<file path="src/rtl/cernbe_arbiter.sv">
`timescale 1ns/1ps
// cernbe_arbiter
// Two-master round-robin arbiter in front of a single shared, word-addressed
// bus. One transaction is in flight at a time. The FSM walks
// IDLE -> ISSUE -> WAIT -> DONE, and every output comes from a register.
//
// Ports
//   aclk, areset            clock; synchronous active-high reset
//   mN_addr_i / mN_data_i   master N address and write data (N = 0, 1)
//   mN_rd_i / mN_wr_i       master N level requests; rd+wr together is a write
//   mN_data_o               master N read data; changes only on its read completion
//   mN_done_o / mN_err_o    one-cycle completion pulse and error flag valid with it
//   sub_VMEAddr_o           shared-bus address, held until the next grant
//   sub_VMEWrData_o         shared-bus write data, held until the next grant
//   sub_VMERdData_i         shared-bus read data
//   sub_VMERdMem_o          one-cycle read strobe
//   sub_VMEWrMem_o          one-cycle write strobe
//   sub_VMERdDone_i         read completion from the bus
//   sub_VMEWrDone_i         write completion from the bus
//   grant_o                 one-hot current owner, 00 when idle
//
// Build option
//   CERNBE_ARB_TIMEOUT_EN   When defined, a transaction that sits in ISSUE+WAIT
//                           for TIMEOUT cycles with no completion ends with
//                           err=1. A timed-out read returns 0xFFFFFFFF. When
//                           not defined, WAIT has no limit and mN_err_o is
//                           tied low.
module cernbe_arbiter #(
    parameter int ADDR_WIDTH = 14,
    parameter int TIMEOUT    = 255
) (
    input  logic                  aclk,
    input  logic                  areset,
    input  logic [ADDR_WIDTH-1:0] m0_addr_i,
    input  logic [31:0]           m0_data_i,
    input  logic                  m0_rd_i,
    input  logic                  m0_wr_i,
    output logic [31:0]           m0_data_o,
    output logic                  m0_done_o,
    output logic                  m0_err_o,
    input  logic [ADDR_WIDTH-1:0] m1_addr_i,
    input  logic [31:0]           m1_data_i,
    input  logic                  m1_rd_i,
    input  logic                  m1_wr_i,
    output logic [31:0]           m1_data_o,
    output logic                  m1_done_o,
    output logic                  m1_err_o,
    output logic [ADDR_WIDTH-1:0] sub_VMEAddr_o,
    output logic [31:0]           sub_VMEWrData_o,
    input  logic [31:0]           sub_VMERdData_i,
    output logic                  sub_VMERdMem_o,
    output logic                  sub_VMEWrMem_o,
    input  logic                  sub_VMERdDone_i,
    input  logic                  sub_VMEWrDone_i,
    output logic [1:0]            grant_o
);

    if (TIMEOUT < 1 || TIMEOUT > 65535) begin : g_timeout_range
        $error("cernbe_arbiter: TIMEOUT must lie in 1..65535");
    end

    typedef enum logic [1:0] {
        S_IDLE  = 2'd0,
        S_ISSUE = 2'd1,
        S_WAIT  = 2'd2,
        S_DONE  = 2'd3
    } state_t;

    state_t      state;
    state_t      state_next;
    logic        last_grant;   // 1 = master 1 was served last
    logic        owner;        // master being served
    logic        is_wr;        // direction of the transaction in flight
    logic        req0;
    logic        req1;
    logic        pick;
    logic        pick_wr;
    logic        done_ok;
    logic        expire;
    logic [31:0] rd_value;

`ifdef CERNBE_ARB_TIMEOUT_EN
    localparam logic [15:0] TMO_LAST = 16'(TIMEOUT - 1);

    logic [15:0] tmo_cnt;

    // Holds 0 in IDLE, so the ISSUE cycle is count 0. Expiry therefore
    // lands on the TIMEOUT-th cycle spent in ISSUE+WAIT.
    always_ff @(posedge aclk) begin
        if (areset) begin
            tmo_cnt <= 16'd0;
        end else if (state == S_ISSUE || state == S_WAIT) begin
            tmo_cnt <= tmo_cnt + 16'd1;
        end else begin
            tmo_cnt <= 16'd0;
        end
    end

    assign expire = (tmo_cnt == TMO_LAST);
`else
    assign expire = 1'b0;
`endif

    always_comb begin
        req0       = m0_rd_i | m0_wr_i;
        req1       = m1_rd_i | m1_wr_i;
        // On a tie the master that was not served last wins.
        pick       = (req0 && req1) ? ~last_grant : req1;
        pick_wr    = pick ? m1_wr_i : m0_wr_i;
        // A completion counts only if it matches the direction in flight.
        done_ok    = is_wr ? sub_VMEWrDone_i : sub_VMERdDone_i;
`ifdef CERNBE_ARB_TIMEOUT_EN
        // A completion in the expiry cycle wins over the timeout.
        rd_value   = done_ok ? sub_VMERdData_i : 32'hFFFF_FFFF;
`else
        rd_value   = sub_VMERdData_i;
`endif
        state_next = state;
        case (state)
            S_IDLE: begin
                if (req0 || req1) begin
                    state_next = S_ISSUE;
                end
            end
            S_ISSUE, S_WAIT: begin
                if (done_ok || expire) begin
                    state_next = S_DONE;
                end else begin
                    state_next = S_WAIT;
                end
            end
            S_DONE: begin
                state_next = S_IDLE;
            end
            default: begin
                state_next = S_IDLE;
            end
        endcase
    end

    always_ff @(posedge aclk) begin
        if (areset) begin
            state <= S_IDLE;
        end else begin
            state <= state_next;
        end
    end

    // Each output register is loaded on the FSM transition that enters its
    // state. A strobe or done pulse therefore shows up in the cycle the FSM
    // spends in ISSUE or DONE.
    always_ff @(posedge aclk) begin
        if (areset) begin
            last_grant      <= 1'b1;
            owner           <= 1'b0;
            is_wr           <= 1'b0;
            grant_o         <= 2'b00;
            sub_VMERdMem_o  <= 1'b0;
            sub_VMEWrMem_o  <= 1'b0;
            sub_VMEAddr_o   <= '0;
            sub_VMEWrData_o <= 32'd0;
            m0_done_o       <= 1'b0;
            m1_done_o       <= 1'b0;
            m0_data_o       <= 32'd0;
            m1_data_o       <= 32'd0;
        end else begin
            sub_VMERdMem_o <= 1'b0;
            sub_VMEWrMem_o <= 1'b0;
            m0_done_o      <= 1'b0;
            m1_done_o      <= 1'b0;

            if (state == S_IDLE && state_next == S_ISSUE) begin
                owner           <= pick;
                is_wr           <= pick_wr;
                sub_VMEAddr_o   <= pick ? m1_addr_i : m0_addr_i;
                sub_VMEWrData_o <= pick ? m1_data_i : m0_data_i;
                grant_o         <= pick ? 2'b10 : 2'b01;
                sub_VMERdMem_o  <= ~pick_wr;
                sub_VMEWrMem_o  <= pick_wr;
            end

            if (state != S_DONE && state_next == S_DONE) begin
                m0_done_o <= ~owner;
                m1_done_o <= owner;
                if (!is_wr) begin
                    if (owner) begin
                        m1_data_o <= rd_value;
                    end else begin
                        m0_data_o <= rd_value;
                    end
                end
            end

            if (state == S_DONE) begin
                grant_o    <= 2'b00;
                last_grant <= owner;
            end
        end
    end

`ifdef CERNBE_ARB_TIMEOUT_EN
    always_ff @(posedge aclk) begin
        if (areset) begin
            m0_err_o <= 1'b0;
            m1_err_o <= 1'b0;
        end else begin
            m0_err_o <= 1'b0;
            m1_err_o <= 1'b0;
            if (state != S_DONE && state_next == S_DONE) begin
                m0_err_o <= ~owner & ~done_ok;
                m1_err_o <= owner & ~done_ok;
            end
        end
    end
`else
    assign m0_err_o = 1'b0;
    assign m1_err_o = 1'b0;
`endif

endmodule

</file>
<file path="config.mk">
export PLATFORM = sky130hd
export DESIGN_NAME = cernbe_arbiter
export DESIGN_NICKNAME = d
export VERILOG_FILES = /design/src/rtl/cernbe_arbiter.sv
export SDC_FILE = /design/constraint.sdc
export NUM_CORES = 1
export LEC_CHECK = 0
export CORE_ASPECT_RATIO = 1.75
export CORE_UTILIZATION = 25
export CTS_BUF_LIST = sky130_fd_sc_hd__clkbuf_2 sky130_fd_sc_hd__clkbuf_4 sky130_fd_sc_hd__clkbuf_8
export DETAILED_ROUTE_END_ITERATION = 8
export PLACE_DENSITY = 0.6
export RECOVER_POWER = 25
export SYNTH_ARGS = -nofsm -noshare
export SYNTH_HDL_FRONTEND = slang
export SYNTH_SLANG_ARGS = --single-unit
</file>
<file path="constraint.sdc">
create_clock -name aclk -period 2.5 [get_ports aclk]
set_input_delay 0.5 -clock aclk [delete_from_list [all_inputs] [get_ports aclk]]
set_output_delay 0.5 -clock aclk [all_outputs]
set_load 0.01 [all_outputs]
</file>
==> flow_metrics.env <==
export IMPL_clk_path_buf_depth=2
export IMPL_violations="design-rule violations"
export IMPL_nets=944
export IMPL_root_buffer="clkbuf_8"
export IMPL_fin_setup_tns_ns=0
export IMPL_grt_pass1_vias=4870
export IMPL_vias_per_cell=4.526
export IMPL_rsz0062_at_grt="no"
export IMPL_die_w_um=111.3
export IMPL_status="complete, but fails checks"
export IMPL_period_share=0.8320
export IMPL_reg2reg_slack_ns=0.42
export IMPL_num_antenna_cells=0
export IMPL_dp_cells=1039
export IMPL_cts_repair_resized=0
export IMPL_yosys_warnings=0
export IMPL_p_per_area_nw_per_um2=1008
export IMPL_skew_ns=0.009615
export IMPL_slowest_stage="dfxtp_1"
export IMPL_cts_tree="done"
export IMPL_yosysSeqAreaShare=0.4632
export IMPL_die_y_um=193.3
export IMPL_drive_above_1_share=0.06683
export IMPL_pin_count=250
export IMPL_setup_viol=0
export IMPL_crit_type="flip-flop to flip-flop"
export IMPL_hold_path_class="primary input to flip-flop"
export IMPL_avgSynthCellArea_um2=9.017
export IMPL_timing_fmax_mhz=480.8
export IMPL_start_kind="flip-flop"
export IMPL_postSynth_asyncResetShare=0
export IMPL_syn_inst=580
export IMPL_antenna_found_initial=0
export IMPL_crit_arrival_ns=2.41
export IMPL_irDropWorstVdd_uv=811.7
export IMPL_critPathLaunch="state[0]"
export IMPL_first_pass_iters=6
export IMPL_clkTransAtPathRegs_ns=0.07
export IMPL_hold_start="areset"
export IMPL_grt_pass1_wl_um=26210
export IMPL_grt_max_degree=95
export IMPL_cp_top_family="buffers and inverters"
export IMPL_synth_edff_count=0
export IMPL_vias=4847
export IMPL_htreeDepth=4
export IMPL_fin_crit_ns=2.080
export IMPL_die_area_um2=21530
export IMPL_slowest_delay_ns=0.43
export IMPL_yosysTopAreaCell="dfxtp_1"
export IMPL_remaining_drc_errors=32
export IMPL_final_common_cell="clkdlybuf4s50_1"
export IMPL_final_max_slew_violation_count=0
export IMPL_wl_per_cell_um=15.34
export IMPL_synth_top_cell_area_share=0.4632
export IMPL_crit_required_ns=2.83
export IMPL_critical_path_max_fanout=94
export IMPL_holdBufCountCts=0
export IMPL_numCtsBuffers=17
export IMPL_clock_latency_ns=0.42
export IMPL_power_leakage_nw=3.363
export IMPL_endpoint_kind="flip-flop"
export IMPL_final_cell_mix="clkdlybuf4s50_1, dfxtp_1, o21ai_1"
export IMPL_portBuffers=247
export IMPL_grt_remaining_overflow=0
export IMPL_drt_initial_drc_count=225
export IMPL_hold_viol=0
export IMPL_synthesis_area_um2=5230
export IMPL_clock_sinks=121
export IMPL_synth_area_leaders="dfxtp_1, mux2i_1, nor2b_1"
export IMPL_r2r_start="state[0]"
export IMPL_synth_seq_cells=121
export IMPL_detail_route_antenna_nets=0
export IMPL_instances_no_fill=1071
export IMPL_cts_repair_timing_setup_buffer_count=0
export IMPL_crit_chain="inv_1, ha_1, clkbuf_1, a211oi_4, buf_12, nor2_1, a211oi_1"
export IMPL_synth_top_flop_cell="dfxtp_1"
export IMPL_area_growth_pct=60.05
export IMPL_hpwl_um=11790
export IMPL_routed_wl_um=16430
export IMPL_rows=69
export IMPL_grt_usage=0.1570
export IMPL_ys_types=35
export IMPL_start_util=0.2567
export IMPL_place_congestion=0.7233
export IMPL_drv_cap=0
export IMPL_critical_path_buf_inv_count=3
export IMPL_core_um2=20370
where the power goes:
part | total (W) | leakage, nW | internal (W) | switching, W
registers | 0.00273 | 0.990 | 0.00247 | 0.000261
logic | 0.00385 | 2.17 | 0.00178 | 0.00207
clock network | 0.00186 | 0.204 | 0.00102 | 0.000838
through the flow:
stage | power (W) | instance area (um2) | worst slack [ns] | hold WS [ns] | util
global route | 0.009050 | 8371 | 0.1998 | 0.4022 | 0.4108
finish | 0.008435 | 8371 | 0.4200 | 0.4367 | 0.4108
floorplan | 0.004892 | 5234 | 0.5387 | 0.4501 | -
detailed placement | 0.006783 | 7955 | 0.2036 | 0.4641 | 0.3904
CTS | 0.008711 | 8374 | 0.4227 | 0.3971 | 0.4110
global placement | 0.006764 | 7955 | 0.2338 | 0.4569 | 0.3904
final cells by class:
class	instances	area, um2
timing repair buffer	261	2646
tap	248	310.3
sequential	121	2422
clock inverter	13	170.2
multi-input combinational	405	2557
inverter	4	15.01
fill	2053	12000
clock buffer	19	249.0
path summary, 6_finish.rpt:
path / end / cells after the start
max reg2reg: sub_VMEWrData_o[17] / 7
min reg2reg: grant_o[1] / 2
min: m1_data_o[12] / 3
max: sub_VMEWrData_o[17] / 7
registers in the layout, indices dropped and copies added, names as in the netlist:
| signal | cells |
|---|---|
| m0_data_o | 32 |
| m1_done_o | 1 |
| m0_done_o | 1 |
| sub_VMERdMem_o | 1 |
| last_grant | 1 |
| owner | 1 |
| sub_VMEAddr_o | 14 |
| sub_VMEWrMem_o | 1 |
| is_wr | 1 |
| grant_o | 2 |
| state | 2 |
| sub_VMEWrData_o | 32 |
| m1_data_o | 32 |
metal layers:
layer  vias to the layer above  share of wire  global-route usage
met4                         0          0.028             0.07357
met3                        24          0.060             0.04355
li1                       2479              -                   -
met2                       175           0.54              0.2905
met5                         -              0                   0
met1                      2169           0.37              0.1609
synthesized netlist by cell type (2+ instances only):
| library cell | count |
|---|---|
| nor2_1 | 49 |
| dfxtp_1 | 121 |
| nor3_1 | 3 |
| buf_2 | 4 |
| buf_6 | 6 |
| nand2b_1 | 33 |
| inv_1 | 4 |
| nand2b_4 | 2 |
| buf_1 | 4 |
| mux2i_1 | 46 |
| buf_4 | 5 |
| o21ai_1 | 78 |
| a211oi_1 | 46 |
| a211o_1 | 4 |
| clkbuf_1 | 30 |
| o21ai_0 | 53 |
| nor2b_1 | 66 |
| nand2_1 | 7 |
| a21oi_1 | 2 |
| ha_1 | 2 |
worst min-delay path, delay by kind of cell:
kind                   cells  cell delay [ns]
AOI/OAI and AO/OA          1             0.06
buffers and inverters      1             0.11
and+or+nand+nor            1             0.13
cells by family (layout without fill, tap and decap cells):
family,Yosys count,in the layout,synth area share
DFF,121,121,0.4632
buffers and inverters,55,297,0.05359
muxes,47,47,0.09019
other,1,2,0.0007170
and+or+nand+nor,164,164,0.1756
adders and majority gates,2,2,0.004784
AOI/OAI and AO/OA,190,190,0.2120
Power figures use the tool's default switching activity.
